`src/rtl/mc_init_lmr_seq_pkg.sv`:
```
// mc_seq_pkg: shared types and constants for the SDRAM init / Load Mode
// Register sequencer.
//   state_t : sequencer states (3-bit)
//   cmd_t   : command bus encodings
//   svc_t   : type of sequence being serviced
//   A10_BIT : address bit that selects all banks for PRECHARGE
package mc_seq_pkg;

  typedef enum logic [2:0] {
    ST_IDLE,
    ST_PRE,
    ST_PRE_W,
    ST_REF,
    ST_REF_W,
    ST_LMR,
    ST_LMR_W,
    ST_ACK
  } state_t;

  typedef enum logic [1:0] {
    CMD_NOP = 2'b00,
    CMD_PRE = 2'b01,
    CMD_REF = 2'b10,
    CMD_LMR = 2'b11
  } cmd_t;

  typedef enum logic {
    SVC_INIT = 1'b0,
    SVC_LMR  = 1'b1
  } svc_t;

  localparam int unsigned A10_BIT = 10;

  function automatic logic [7:0] cs_onehot(input logic [2:0] idx);
    logic [7:0] one;
    one = 8'd1;
    return one << idx;
  endfunction

endpackage

```
`src/rtl/mc_init_lmr_seq_if.sv`:
```
// mc_cmd_if: valid/ready command channel from the init/LMR sequencer to the
// memory command arbiter.
//   cmd_valid : command request (master -> slave)
//   cmd_ready : command accepted when high with cmd_valid (slave -> master)
//   cmd       : 00 NOP, 01 PRECHARGE-ALL, 10 AUTO-REFRESH, 11 LMR
//   cmd_cs    : one-hot chip select
//   cmd_addr  : address bus value
//   cmd_ba    : bank address
interface mc_cmd_if;
  logic        cmd_valid;
  logic        cmd_ready;
  logic [1:0]  cmd;
  logic [7:0]  cmd_cs;
  logic [12:0] cmd_addr;
  logic [1:0]  cmd_ba;

  modport master (
    output cmd_valid, cmd, cmd_cs, cmd_addr, cmd_ba,
    input  cmd_ready
  );

  modport slave (
    input  cmd_valid, cmd, cmd_cs, cmd_addr, cmd_ba,
    output cmd_ready
  );
endinterface

```
`src/rtl/mc_init_lmr_seq_prio_enc8.sv`:
```
// mc_prio_enc8: combinational 8-bit priority encoder, lowest index wins.
//   req   : request vector
//   index : index of the lowest set bit (0 when none)
//   any   : at least one bit of req is set
module mc_prio_enc8 (
  input  logic [7:0] req,
  output logic [2:0] index,
  output logic       any
);

  always_comb begin
    index = '0;
    any   = |req;
    // Scan downward so the lowest set bit is the last one written.
    for (int unsigned i = 8; i > 0; i--) begin
      if (req[i-1]) index = 3'(i - 1);
    end
  end

endmodule

```
`src/rtl/mc_init_lmr_seq.sv`:
```
// mc_init_lmr_seq: services per-chip-select init / LMR requests. Init
// requests beat LMR requests, lowest index wins within a class. An init
// sequence is PRECHARGE-ALL, INIT_REF x AUTO-REFRESH, LMR; an LMR sequence is
// PRECHARGE-ALL, LMR. Each sequence ends with a one-cycle ack to the winner.
//   clk, rst  : clock, asynchronous active-high reset
//   init_req  : level init requests, one per cs
//   lmr_req   : level LMR requests, one per cs
//   init_ack  : one-cycle one-hot ack for a completed init
//   lmr_ack   : one-cycle one-hot ack for a completed LMR
//   cs_sel    : cs being serviced (drives the external tms mux)
//   tms_i     : tms register of cs_sel
//   busy      : sequencer is not idle
//   cmd_if    : command channel to the memory command arbiter
module mc_init_lmr_seq
  import mc_seq_pkg::*;
#(
  parameter int unsigned NUM_CS   = 8,
  parameter int unsigned TRP      = 3,
  parameter int unsigned TRFC     = 7,
  parameter int unsigned TMRD     = 2,
  parameter int unsigned INIT_REF = 8
) (
  input  logic              clk,
  input  logic              rst,
  input  logic [NUM_CS-1:0] init_req,
  input  logic [NUM_CS-1:0] lmr_req,
  output logic [NUM_CS-1:0] init_ack,
  output logic [NUM_CS-1:0] lmr_ack,
  output logic [2:0]        cs_sel,
  input  logic [31:0]       tms_i,
  output logic              busy,
  mc_cmd_if.master          cmd_if
);

  state_t      state_q, state_d;
  logic [3:0]  cnt_q, cnt_d;
  logic [3:0]  ref_q, ref_d;
  logic [2:0]  cs_sel_q, cs_sel_d;
  svc_t        svc_q, svc_d;
  logic [7:0]  cmd_cs_q, cmd_cs_d;

  logic [2:0]  init_idx, lmr_idx;
  logic        init_any, lmr_any;

  logic        valid_c;
  cmd_t        cmd_c;
  logic [12:0] addr_c;
  logic [7:0]  init_ack_c, lmr_ack_c;
  logic        unused_tms;

  assign unused_tms = ^tms_i[31:10];

  mc_prio_enc8 u_init_enc (
    .req   (init_req),
    .index (init_idx),
    .any   (init_any)
  );

  mc_prio_enc8 u_lmr_enc (
    .req   (lmr_req),
    .index (lmr_idx),
    .any   (lmr_any)
  );

  always_ff @(posedge clk or posedge rst) begin
    if (rst) begin
      state_q  <= ST_IDLE;
      cnt_q    <= '0;
      ref_q    <= '0;
      cs_sel_q <= '0;
      svc_q    <= SVC_INIT;
      cmd_cs_q <= '0;
    end else begin
      state_q  <= state_d;
      cnt_q    <= cnt_d;
      ref_q    <= ref_d;
      cs_sel_q <= cs_sel_d;
      svc_q    <= svc_d;
      cmd_cs_q <= cmd_cs_d;
    end
  end

  always_comb begin
    state_d    = state_q;
    cnt_d      = cnt_q;
    ref_d      = ref_q;
    cs_sel_d   = cs_sel_q;
    svc_d      = svc_q;
    cmd_cs_d   = cmd_cs_q;
    valid_c    = 1'b0;
    cmd_c      = CMD_NOP;
    addr_c     = '0;
    init_ack_c = '0;
    lmr_ack_c  = '0;

    case (state_q)
      ST_IDLE: begin
        if (init_any) begin
          cs_sel_d = init_idx;
          svc_d    = SVC_INIT;
          cmd_cs_d = cs_onehot(init_idx);
          state_d  = ST_PRE;
        end else if (lmr_any) begin
          cs_sel_d = lmr_idx;
          svc_d    = SVC_LMR;
          cmd_cs_d = cs_onehot(lmr_idx);
          state_d  = ST_PRE;
        end
      end
      ST_PRE: begin
        valid_c         = 1'b1;
        cmd_c           = CMD_PRE;
        addr_c[A10_BIT] = 1'b1;
        if (cmd_if.cmd_ready) begin
          cnt_d   = 4'(TRP);
          state_d = ST_PRE_W;
        end
      end
      // Wait states leave on the cycle the counter shows 1, giving exactly
      // N idle cycles after the accepting edge.
      ST_PRE_W: begin
        if (cnt_q == 4'd1) state_d = (svc_q == SVC_INIT) ? ST_REF : ST_LMR;
        else               cnt_d   = cnt_q - 4'd1;
      end
      ST_REF: begin
        valid_c = 1'b1;
        cmd_c   = CMD_REF;
        if (cmd_if.cmd_ready) begin
          ref_d   = ref_q + 4'd1;
          cnt_d   = 4'(TRFC);
          state_d = ST_REF_W;
        end
      end
      ST_REF_W: begin
        if (cnt_q == 4'd1) state_d = (ref_q == 4'(INIT_REF)) ? ST_LMR : ST_REF;
        else               cnt_d   = cnt_q - 4'd1;
      end
      ST_LMR: begin
        valid_c = 1'b1;
        cmd_c   = CMD_LMR;
        addr_c  = {3'b000, tms_i[9:0]};
        if (cmd_if.cmd_ready) begin
          cnt_d   = 4'(TMRD);
          state_d = ST_LMR_W;
        end
      end
      ST_LMR_W: begin
        if (cnt_q == 4'd1) state_d = ST_ACK;
        else               cnt_d   = cnt_q - 4'd1;
      end
      ST_ACK: begin
        if (svc_q == SVC_INIT) init_ack_c = cmd_cs_q;
        else                   lmr_ack_c  = cmd_cs_q;
        ref_d    = '0;
        cmd_cs_d = '0;
        state_d  = ST_IDLE;
      end
      default: state_d = ST_IDLE;
    endcase
  end

  assign cmd_if.cmd_valid = valid_c;
  assign cmd_if.cmd       = cmd_c;
  assign cmd_if.cmd_cs    = cmd_cs_q;
  assign cmd_if.cmd_addr  = addr_c;
  assign cmd_if.cmd_ba    = 2'b00;
  assign init_ack         = init_ack_c;
  assign lmr_ack          = lmr_ack_c;
  assign cs_sel           = cs_sel_q;
  assign busy             = (state_q != ST_IDLE);

endmodule

```
`src/flat_wrapper.sv`:
```
// flat-port wrapper written by rule: the top's interface ports become plain ports
module mc_init_lmr_seq_flat import mc_seq_pkg::*;
#(
  parameter int unsigned NUM_CS   = 8,
  parameter int unsigned TRP      = 3,
  parameter int unsigned TRFC     = 7,
  parameter int unsigned TMRD     = 2,
  parameter int unsigned INIT_REF = 8
)
  (clk, rst, init_req, lmr_req, init_ack, lmr_ack, cs_sel, tms_i, busy, cmd_if_cmd_valid, cmd_if_cmd, cmd_if_cmd_cs, cmd_if_cmd_addr, cmd_if_cmd_ba, cmd_if_cmd_ready);
  mc_cmd_if cmd_if_i ();
  input  logic clk;
  input  logic rst;
  input  logic [NUM_CS-1:0] init_req;
  input  logic [NUM_CS-1:0] lmr_req;
  output logic [NUM_CS-1:0] init_ack;
  output logic [NUM_CS-1:0] lmr_ack;
  output logic [2:0] cs_sel;
  input  logic [31:0] tms_i;
  output logic busy;
  output wire logic [$bits(cmd_if_i.cmd_valid)-1:0] cmd_if_cmd_valid;
  output wire logic [$bits(cmd_if_i.cmd)-1:0] cmd_if_cmd;
  output wire logic [$bits(cmd_if_i.cmd_cs)-1:0] cmd_if_cmd_cs;
  output wire logic [$bits(cmd_if_i.cmd_addr)-1:0] cmd_if_cmd_addr;
  output wire logic [$bits(cmd_if_i.cmd_ba)-1:0] cmd_if_cmd_ba;
  input wire logic [$bits(cmd_if_i.cmd_ready)-1:0] cmd_if_cmd_ready;
  assign cmd_if_cmd_valid = cmd_if_i.cmd_valid;
  assign cmd_if_cmd = cmd_if_i.cmd;
  assign cmd_if_cmd_cs = cmd_if_i.cmd_cs;
  assign cmd_if_cmd_addr = cmd_if_i.cmd_addr;
  assign cmd_if_cmd_ba = cmd_if_i.cmd_ba;
  assign cmd_if_i.cmd_ready = cmd_if_cmd_ready;
  mc_init_lmr_seq #(.NUM_CS(NUM_CS), .TRP(TRP), .TRFC(TRFC), .TMRD(TMRD), .INIT_REF(INIT_REF)) u_core (.clk(clk), .rst(rst), .init_req(init_req), .lmr_req(lmr_req), .init_ack(init_ack), .lmr_ack(lmr_ack), .cs_sel(cs_sel), .tms_i(tms_i), .busy(busy), .cmd_if(cmd_if_i));
endmodule
```
`config.mk`:
```
export PLATFORM = sky130hd
export DESIGN_NAME = mc_init_lmr_seq_flat
export DESIGN_NICKNAME = d
export VERILOG_FILES = /design/src/rtl/mc_init_lmr_seq_pkg.sv /design/src/rtl/mc_init_lmr_seq_if.sv /design/src/rtl/mc_init_lmr_seq_prio_enc8.sv /design/src/rtl/mc_init_lmr_seq.sv /design/src/flat_wrapper.sv
export SDC_FILE = /design/constraint.sdc
export NUM_CORES = 1
export LEC_CHECK = 0
export ABC_CLOCK_PERIOD_IN_PS = 2430
export BUFFER_PORTS_ARGS = -buffer_cell sky130_fd_sc_hd__buf_2
export CORE_MARGIN = 2
export CORE_UTILIZATION = 35
export DETAILED_ROUTE_END_ITERATION = 12
export PLACE_DENSITY = 0.67
export SLEW_MARGIN = 20
export SYNTH_ARGS = -nofsm -noshare
export SYNTH_HDL_FRONTEND = slang
export SYNTH_SLANG_ARGS = --single-unit
```
`constraint.sdc`:
```
create_clock -name clk -period 2.43 [get_ports clk]
set_input_delay 0.243 -clock clk [delete_from_list [all_inputs] [get_ports clk]]
set_output_delay 0.243 -clock clk [all_outputs]
set_load 0.005 [all_outputs]
```
# [Word level (Yosys, flattened, before mapping)]
# Cells that the tools add are included.
[op_classes] addsub=2 n_eq_ne=17 shift=2 n_mux=49 reduce_logical=15
[op_table] cell="$mux 3" n=28
[op_table] cell="$mux 8" n=6
[op_table] cell="$pmux 3 s8" n=1
[op_table] cell="$mux 4" n=5
[op_table] cell="$pmux 4 s4" n=1
[op_table] cell="$pmux 8 s2" n=1
[op_table] cell="$reduce_or 8->1" n=2
[op_table] cell="$shl 1x3->8 const A" n=2
[op_table] cell="$eq 3x3->1 const B" n=4
[op_table] cell="$mux 10" n=1
[op_table] cell="$ne 2x2->1 const B" n=4
[op_table] cell="$pmux 4 s2" n=1
[op_table] cell="$reduce_and 7->1" n=1
[op_table] cell="$eq 3x2->1 const B" n=2
[op_table] cell="$ne 2x1->1 const B" n=3
[op_table] cell="$pmux 2 s3" n=1
[op_table] cell="$reduce_and 2->1" n=3
[op_table] cell="$reduce_bool 2->1" n=3
[op_table] cell="$reduce_or 3->1" n=2
[op_table] cell="$reduce_and 5->1" n=1
[op_table] cell="$add 4x1->4 const B" n=1
[op_table] cell="$eq 4x1->1 const B" n=1
[op_table] cell="$eq 4x4->1 const B" n=1
[op_table] cell="$mux 1" n=4
[op_table] cell="6 further kinds" n=6
[word_totals] ff_bits=23 inputBits=51 out_inout_bits=46

# [Longest topological paths before layout]
# Gate-level depths: netlist (run 1).
[logic_depth] depth_word=12 depth_mapped=7 depth_no_buf=7

# [By module]
# From an unflattened synthesis (run 1), not the netlist that was laid out.
[hier_totals] hier_cells=210 area_unflattened_um2=1762.9
[by_module_without_submodules] mod="mc_init_lmr_seq" n_inst=1 cells_each=184 area_per_inst_um2=1600.3
[by_module_without_submodules] mod="mc_prio_enc8" n_inst=2 cells_each=13 area_per_inst_um2=81.3

# [Worst setup path after synthesis (run 1)]
# Ideal clock, no wire load.
[synth_path] path_type="input-to-reg" from="input port init_req[5]" to="register u_core.cmd_cs_q[0], in the netlist u_core.cmd_if.cmd_cs[0]" setup_time_ns=0.122 arrival_time_ns=1.748 required_ns=2.308 setup_slack_ns=0.560 cell_stages=4 n_path_buf=0 cell_sequence="or4_4 or2_4 o41a_1 a32o_1"
[synth_via] elab_chain_len=9
[synth_lines] element="start, declared" line="flat_wrapper.sv:14" rtl="input logic [NUM_CS-1:0] init_req;"
[synth_lines] element="$mux 3 (6 in series)" line="mc_init_lmr_seq_prio_enc8.sv:16" rtl="if (req[i-1]) index = 3'(i - 1);"
[synth_lines] element="$shl 1x3->8" line="mc_init_lmr_seq_pkg.sv:37" rtl="return one << idx;"
[synth_lines] element="$mux 8" line="mc_init_lmr_seq.sv:98" rtl="if (init_any) begin"
[synth_lines] element="$pmux 8 s2" line="mc_init_lmr_seq.sv:96" rtl="case (state_q)"
[synth_lines] element="end signal, assigned" line="mc_init_lmr_seq.sv:79" rtl="cmd_cs_q <= cmd_cs_d;"
[synth_lines] element="end, declared" line="mc_init_lmr_seq.sv:40" rtl="logic [7:0] cmd_cs_q, cmd_cs_d;"
# Several ways; a longest one is shown, not always the timed one.
# A chain may end at the register's enable or synchronous reset.

# [Final worst setup path (run 1)]
[layout_path] from="register u_core.state_q[0]" to="output port cmd_if_cmd_addr[4]"
[layout_via] elab_chain_len=2
[layout_lines] element="start, declared" line="mc_init_lmr_seq.sv:35" rtl="state_t state_q, state_d;"
[layout_lines] element="start signal, assigned" line="mc_init_lmr_seq.sv:74" rtl="state_q <= state_d;"
[layout_lines] element="$eq 3x3->1" line="mc_init_lmr_seq.sv:96"
[layout_lines] element="$mux 10" line="mc_init_lmr_seq.sv:96"
[layout_lines] element="end, declared" line="flat_wrapper.sv:24" rtl="output wire logic [$bits(cmd_if_i.cmd_addr)-1:0] cmd_if_cmd_addr;"
# Every way passes these cells.

==> results of run 1 <==
## power by group through the flow
stage / Sequential, mW / Combinational (mW) / Clock [mW]
after floorplan: 0.647 / 0.701 / 0
after global placement: 0.714 / 0.948 / 0
after detailed placement: 0.720 / 0.964 / 0
after CTS: 0.713 / 0.974 / 0.244
after global routing: 0.742 / 1.10 / 0.262
final: 0.714 / 0.970 / 0.236
## registers in the layout (all words and copies together), names as in the netlist
| register | cells |
|---|---|
| u_core.state_q | 3 |
| u_core.svc_q | 1 |
| u_core.cmd_if.cmd_cs | 8 |
| u_core.cnt_q | 4 |
| u_core.cs_sel | 3 |
| u_core.ref_q | 4 |
## cells in the mapped netlist, drive strengths merged
master	instances	area share
a21boi	1	0.0047
a21o	1	0.0047
a21oi	16	0.050
a221oi	1	0.0055
a22o	2	0.011
a22oi	1	0.0047
a311oi	1	0.0055
a31oi	1	0.013
a32o	9	0.056
and2	17	0.067
and3	10	0.039
buf	6	0.024
clkbuf	4	0.0094
clkinv	1	0.0023
conb	1	0.0023
dfrtp	23	0.36
ha	4	0.031
inv	12	0.028
mux2i	2	0.013
nand2	7	0.016
nand2b	1	0.0039
nand3b	2	0.0094
nand4	1	0.0039
nor2	19	0.045
nor2b	3	0.012
nor3	11	0.034
nor3b	2	0.0094
nor4	2	0.017
o211ai	1	0.0047
o21a	1	0.0047
o21ai	10	0.031
o31ai	3	0.014
o41a	1	0.0070
o41ai	1	0.010
or2	1	0.0055
or4	5	0.028
xnor2	1	0.0055
xor2	1	0.0055
## final cells by class
type | instances | area, um2 | share of cell area
flip-flops and latches | 23 | 576 | 0.280
repair buffers | 75 | 388 | 0.189
multi-input cells | 143 | 933 | 0.454
clock inverters | 1 | 5.00 | 0.00243
inverters | 13 | 48.8 | 0.0237
clock buffers | 3 | 41.3 | 0.0201
well taps | 52 | 65.1 | 0.0316
## layer usage
layer | track usage | wire (um)
met1 | 0.225 | 1820
met2 | 0.239 | 1840
met3 | 0.0281 | 175
met4 | 0.0314 | 26
met5 | 0 | 0
## cells by family (layout without fill, tap and decap cells)
group / Yosys count / count (layout) / share of synthesized area
AOI/OAI and AO/OA: 50 / 50 / 0.228
DFF: 23 / 23 / 0.360
adders and majority gates: 4 / 4 / 0.0313
and+or+nand+nor: 81 / 81 / 0.291
other: 1 / 4 / 0.00235
muxes: 2 / 2 / 0.0125
xor gates and xnor gates: 2 / 2 / 0.0110
buffers and inverters: 23 / 92 / 0.0642
## worst max-delay path, delay by kind of cell (launching register included)
| family | cells | cell delay [ps] |
|---|---|---|
| buf+inv | 2 | 470 |
| flops | 1 | 580 |
| simple gates | 2 | 590 |
## placed cells by master, fill, tap and decap left out, types with 2 or more instances in the layout
master / netlist / layout
mux2i_1: 2 / 2
and3_1: 10 / 10
clkbuf_8: 0 / 3
nand2_1: 7 / 7
or4_1: 3 / 3
buf_2: 1 / 70
a22o_1: 2 / 2
nor3b_1: 2 / 2
dfrtp_1: 23 / 23
nor2_1: 19 / 18
nor2b_1: 3 / 3
conb_1: 1 / 4
and2_1: 17 / 17
inv_1: 12 / 12
nand3b_1: 2 / 2
ha_1: 4 / 4
or4_4: 2 / 2
nor3_1: 11 / 11
buf_4: 4 / 5
o31ai_1: 3 / 3
a21oi_1: 16 / 16
o21ai_0: 10 / 10
a32o_1: 9 / 9
## metrics by stage
step / setup slack [ps] / hold slack [ps] / std cells
2_1_floorplan: 560 / 245 / 189
3_3_place_gp: 339 / 473 / 306
3_5_place_dp: 325 / 468 / 306
4_1_cts: 130 / 186 / 310
5_1_grt: 104 / 224 / 310
6_report: 274 / 142 / 310
## final timing paths
path / startpoint / end / slack (ps) / cells past startpoint
worst max-delay path: u_core.state_q[0] / cmd_if_cmd_addr[4] / 270 / 4
worst min-delay path: rst / u_core.ref_q[0] / 140 / 2
worst max register to register: u_core.cnt_q[1] / u_core.state_q[1] / 530 / 7
worst min register to register: u_core.cs_sel[2] / u_core.cs_sel[2] / 510 / 2
max in group asynchronous: rst / u_core.cs_sel[2] / 1760 / 2
min in group clk: cmd_if_cmd_ready / u_core.ref_q[0] / 280 / 3
==> flow_metrics.env, run 1 <==
export IMPL_run_status="finished, final reports clean"
export IMPL_final_area_um2=2060
export IMPL_grt_pass1_vias=1368
export IMPL_rsz0062_at_grt="false"
export IMPL_clock_power_share=0.123
export IMPL_slowest_delay_ps=580
export IMPL_grt_max_degree=24
export IMPL_fmax_mhz=464
export IMPL_vdd_ir_drop_max_v=0.000685
export IMPL_cts_max_path_buffers=2
export IMPL_cts_clk_slew_worst_paths_ps=80
export IMPL_grt_pass1_wl_um=6380
export IMPL_crit_required_ps=2190
export IMPL_slew_viol_final=0
export IMPL_cts_setup_buffers=0
export IMPL_num_vias=1594
export IMPL_internal_power_mw=1.08
export IMPL_place_area_um2=2010
export IMPL_tightest_slew_ps=857
export IMPL_cts_tree="built"
export IMPL_critPathMaxFanout=12
export IMPL_crit_path_start_kind="register"
export IMPL_numCtsBuffers=3
export IMPL_seq_area_frac_synth=0.360
export IMPL_grt_usage=0.154
export IMPL_cts_root_buf="clkbuf_8"
export IMPL_nFillCells=443
export IMPL_swShare=0.438
export IMPL_hold_viol=0
export IMPL_cts_resized=0
export IMPL_holdBufCountCts=0
export IMPL_criticalPathCategory="reg -> out"
export IMPL_initial_core_util=0.364
export IMPL_grt_antenna_before_repair=0
export IMPL_pwr_share_comb=0.505
export IMPL_setup_tns_ps=0
export IMPL_drtPass1Iterations=4
export IMPL_fp_dieH_um=71.6
export IMPL_power_frac_seq=0.372
export IMPL_synth_warnings=0
export IMPL_fp_coreArea_um2=4380
export IMPL_syn_to_final_growth_pct=28.7
export IMPL_fin_skew_ps=1.82
export IMPL_max_slew_margin_rel=0.428
export IMPL_ys_seq_elements=23
export IMPL_mappedNetlistArea_um2=1600
export IMPL_power_leakage_nw=1.11
export IMPL_cap_violations=0
export IMPL_final_nets=314
export IMPL_die_area_um2=5120
export IMPL_power_switching_uw=840
export IMPL_gp_congestion=0.765
export IMPL_finalPower_mw=1.92
export IMPL_io_buffers=70
export IMPL_fin_crit_sh=0.887
export IMPL_fp_row_count=24
export IMPL_hp_class="in -> async"
export IMPL_grt_overflow=0
export IMPL_syn_area_per_cell_um2=8.59
export IMPL_crit_path_cell_trace="clkinv_1 > nor2_2 > and3_1 > buf_2"
export IMPL_routed_wl_um=3850
export IMPL_num_antenna_cells=0
export IMPL_fin_util=0.469
export IMPL_p_per_area_nw_per_um2=933
export IMPL_drtIter0Drc=100
export IMPL_arrival_ps=1910
export IMPL_ios=97
export IMPL_cts_sinks=23
export IMPL_route_detailed_drc=0
export IMPL_layout_drive_gt1_share=0.333
export IMPL_setup_viol=0
export IMPL_cpMaxStageDelayCell="dfrtp_1"
export IMPL_synth_cells=186
export IMPL_dp_final_hpwl_um=3010
export IMPL_period_minus_slack_ps=2160
export IMPL_ant_nets=0
export IMPL_yosysUniqueCellTypes=42
export IMPL_post_drt_via_cell_ratio=5.14
export IMPL_insertion_delay_ps=260
export IMPL_htreeDepth=1
export IMPL_wl_per_cell_um=12.4
export IMPL_die_w_um=71.6
export IMPL_cp_end_kind="output pin"
Note: power is estimated with default switching activity, not from simulation.
==> run 2, diff against run 1 <==
--- a/config.mk
+++ b/config.mk
@@ -7,10 +7,12 @@
 export LEC_CHECK = 0
 export ABC_CLOCK_PERIOD_IN_PS = 2430
 export BUFFER_PORTS_ARGS = -buffer_cell sky130_fd_sc_hd__buf_2
+export CELL_PAD_IN_SITES_DETAIL_PLACEMENT = 1
+export CELL_PAD_IN_SITES_GLOBAL_PLACEMENT = 2
 export CORE_MARGIN = 2
-export CORE_UTILIZATION = 35
+export CORE_UTILIZATION = 24
 export DETAILED_ROUTE_END_ITERATION = 12
-export PLACE_DENSITY = 0.67
+export PLACE_DENSITY_LB_ADDON = 0.1
 export SLEW_MARGIN = 20
 export SYNTH_ARGS = -nofsm -noshare
 export SYNTH_HDL_FRONTEND = slang
==> run 2 against run 1 <==
Effect of this change:
- via count increased by 1.8%
- largest cell class unchanged
- setup slack better by 5.4 ps
- clock power grew 3%
- critical endpoint is now lmr_ack[5]
- wire length grew 14%
==> flow_metrics.env, run 2 (synthesized netlist as in run 1, its figures left out) <==
export IMPL_clock_power_share=0.124
export IMPL_grt_antenna_before_repair=0
export IMPL_run_status="finished, final reports clean"
export IMPL_internal_power_mw=1.09
export IMPL_arrival_ps=1910
export IMPL_holdBufCountCts=0
export IMPL_crit_path_cell_trace="clkinv_1 > nor3_1 > buf_4 > and2_1 > buf_2"
export IMPL_grt_usage=0.125
export IMPL_pwr_share_comb=0.509
export IMPL_insertion_delay_ps=270
export IMPL_grt_overflow=0
export IMPL_cts_root_buf="clkbuf_8"
export IMPL_cts_resized=0
export IMPL_swShare=0.441
export IMPL_largest_reg_flops=8
export IMPL_final_nets=317
export IMPL_vdd_ir_drop_max_v=0.000390
export IMPL_cts_max_path_buffers=2
export IMPL_crit_path_start_kind="register"
export IMPL_crit_required_ps=2190
export IMPL_tightest_slew_ps=566
export IMPL_routed_wl_um=4400
export IMPL_cts_tree="built"
export IMPL_die_area_um2=7330
export IMPL_num_antenna_cells=0
export IMPL_hold_viol=0
export IMPL_most_common_layout_cells="buf_2, dfrtp_1, nor2_1, and2_1, a21oi_1"
export IMPL_die_w_um=85.6
export IMPL_cts_sinks=23
export IMPL_holdWs_ps=7.11
export IMPL_nFillCells=806
export IMPL_grt_pass1_vias=1647
export IMPL_grt_max_degree=24
export IMPL_post_drt_via_cell_ratio=4.80
export IMPL_numCtsBuffers=3
export IMPL_critPathMaxFanout=11
export IMPL_fp_dieH_um=85.6
export IMPL_drtIter0Drc=61
export IMPL_gp_congestion=0.716
export IMPL_fin_crit_sh=0.885
export IMPL_max_slew_margin_rel=0.621
export IMPL_syn_to_final_growth_pct=31.9
export IMPL_cap_violations=0
export IMPL_worst_slack_ps=280
export IMPL_power_switching_uw=863
export IMPL_wl_per_cell_um=13.0
export IMPL_place_inst=334
export IMPL_htreeDepth=1
export IMPL_fin_skew_ps=6.12
export IMPL_ant_nets=0
export IMPL_fp_row_count=29
export IMPL_rsz0062_at_grt="false"
export IMPL_fin_cells=338
export IMPL_power_leakage_nw=1.13
export IMPL_pre_cts_ws_ps=320
export IMPL_dp_final_hpwl_um=3570
export IMPL_cts_setup_buffers=0
export IMPL_ff2ff_setup_slack_ps=550
export IMPL_layout_drive_gt1_share=0.337
export IMPL_grt_pass1_wl_um=7710
export IMPL_cpMaxStageDelayCell="dfrtp_1"
export IMPL_place_area_um2=2060
export IMPL_final_area_um2=2110
export IMPL_setup_tns_ps=0
export IMPL_initial_core_util=0.250
export IMPL_fmax_mhz=465
export IMPL_fp_coreArea_um2=6390
export IMPL_cp_end_kind="output pin"
export IMPL_layout_commonest_cell="buf_2"
export IMPL_slew_viol_final=0
export IMPL_cts_clk_slew_worst_paths_ps=90
export IMPL_hp_class="in -> async"
export IMPL_route_detailed_drc=0
export IMPL_power_frac_seq=0.368
export IMPL_p_per_area_nw_per_um2=929
export IMPL_drtPass1Iterations=4
export IMPL_criticalPathCategory="reg -> out"
export IMPL_num_vias=1622
export IMPL_io_buffers=70
export IMPL_ios=97
export IMPL_slowest_delay_ps=600
export IMPL_period_minus_slack_ps=2150
export IMPL_setup_viol=0
-- run 2: worst paths after layout --
check	from	end	cells past startpoint
max in group asynchronous	rst	u_core.cs_sel[1]	3
hold reg to reg	u_core.cs_sel[2]	u_core.cs_sel[2]	2
setup reg to reg	u_core.state_q[1]	u_core.cmd_if.cmd_cs[5]	5
setup / recovery	u_core.state_q[0]	lmr_ack[5]	5
hold / removal	rst	u_core.cs_sel[0]	3
min in group clk	cmd_if_cmd_ready	u_core.ref_q[0]	3
-- run 2: through the flow --
stage               power (mW)  utilization
floorplan                 1.35            -
global placement          1.74        0.323
detailed placement        1.75        0.323
CTS                       2.01        0.330
global route              2.18        0.330
finish                    1.96        0.330
-- run 2: cell type report --
class                   count  area [um2]  area share
inverters                  13        48.8      0.0231
well taps                  77        96.3      0.0457
repair buffers             78         410       0.195
clock buffers               3        41.3      0.0196
multi-input cells         143         931       0.442
flip-flops and latches     23         576       0.273
clock inverters             1        5.00     0.00237
-- run 2: power by group through the flow --
stage	registers [mW]	clock network [mW]	logic [mW]
3_3_place_gp	0.732	0	1.01
2_1_floorplan	0.647	0	0.701
4_1_cts	0.727	0.261	1.02
5_1_grt	0.757	0.270	1.16
3_5_place_dp	0.733	0	1.02
6_report	0.720	0.242	0.996
-- run 2: critical path: cells and delay by family, from the launching register on --
family	cells	cell delay (ps)
buf+inv	3	650
flops	1	600
simple gates	2	390
-- run 2: layer usage --
metal	part of all wire	up-vias	wire (um)	track usage
li1	-	813	-	-
met1	0.44	753	1950	0.157
met2	0.49	56	2140	0.230
met3	0.069	0	304	0.0279
met4	0	0	0	0.00866
met5	0	-	0	0
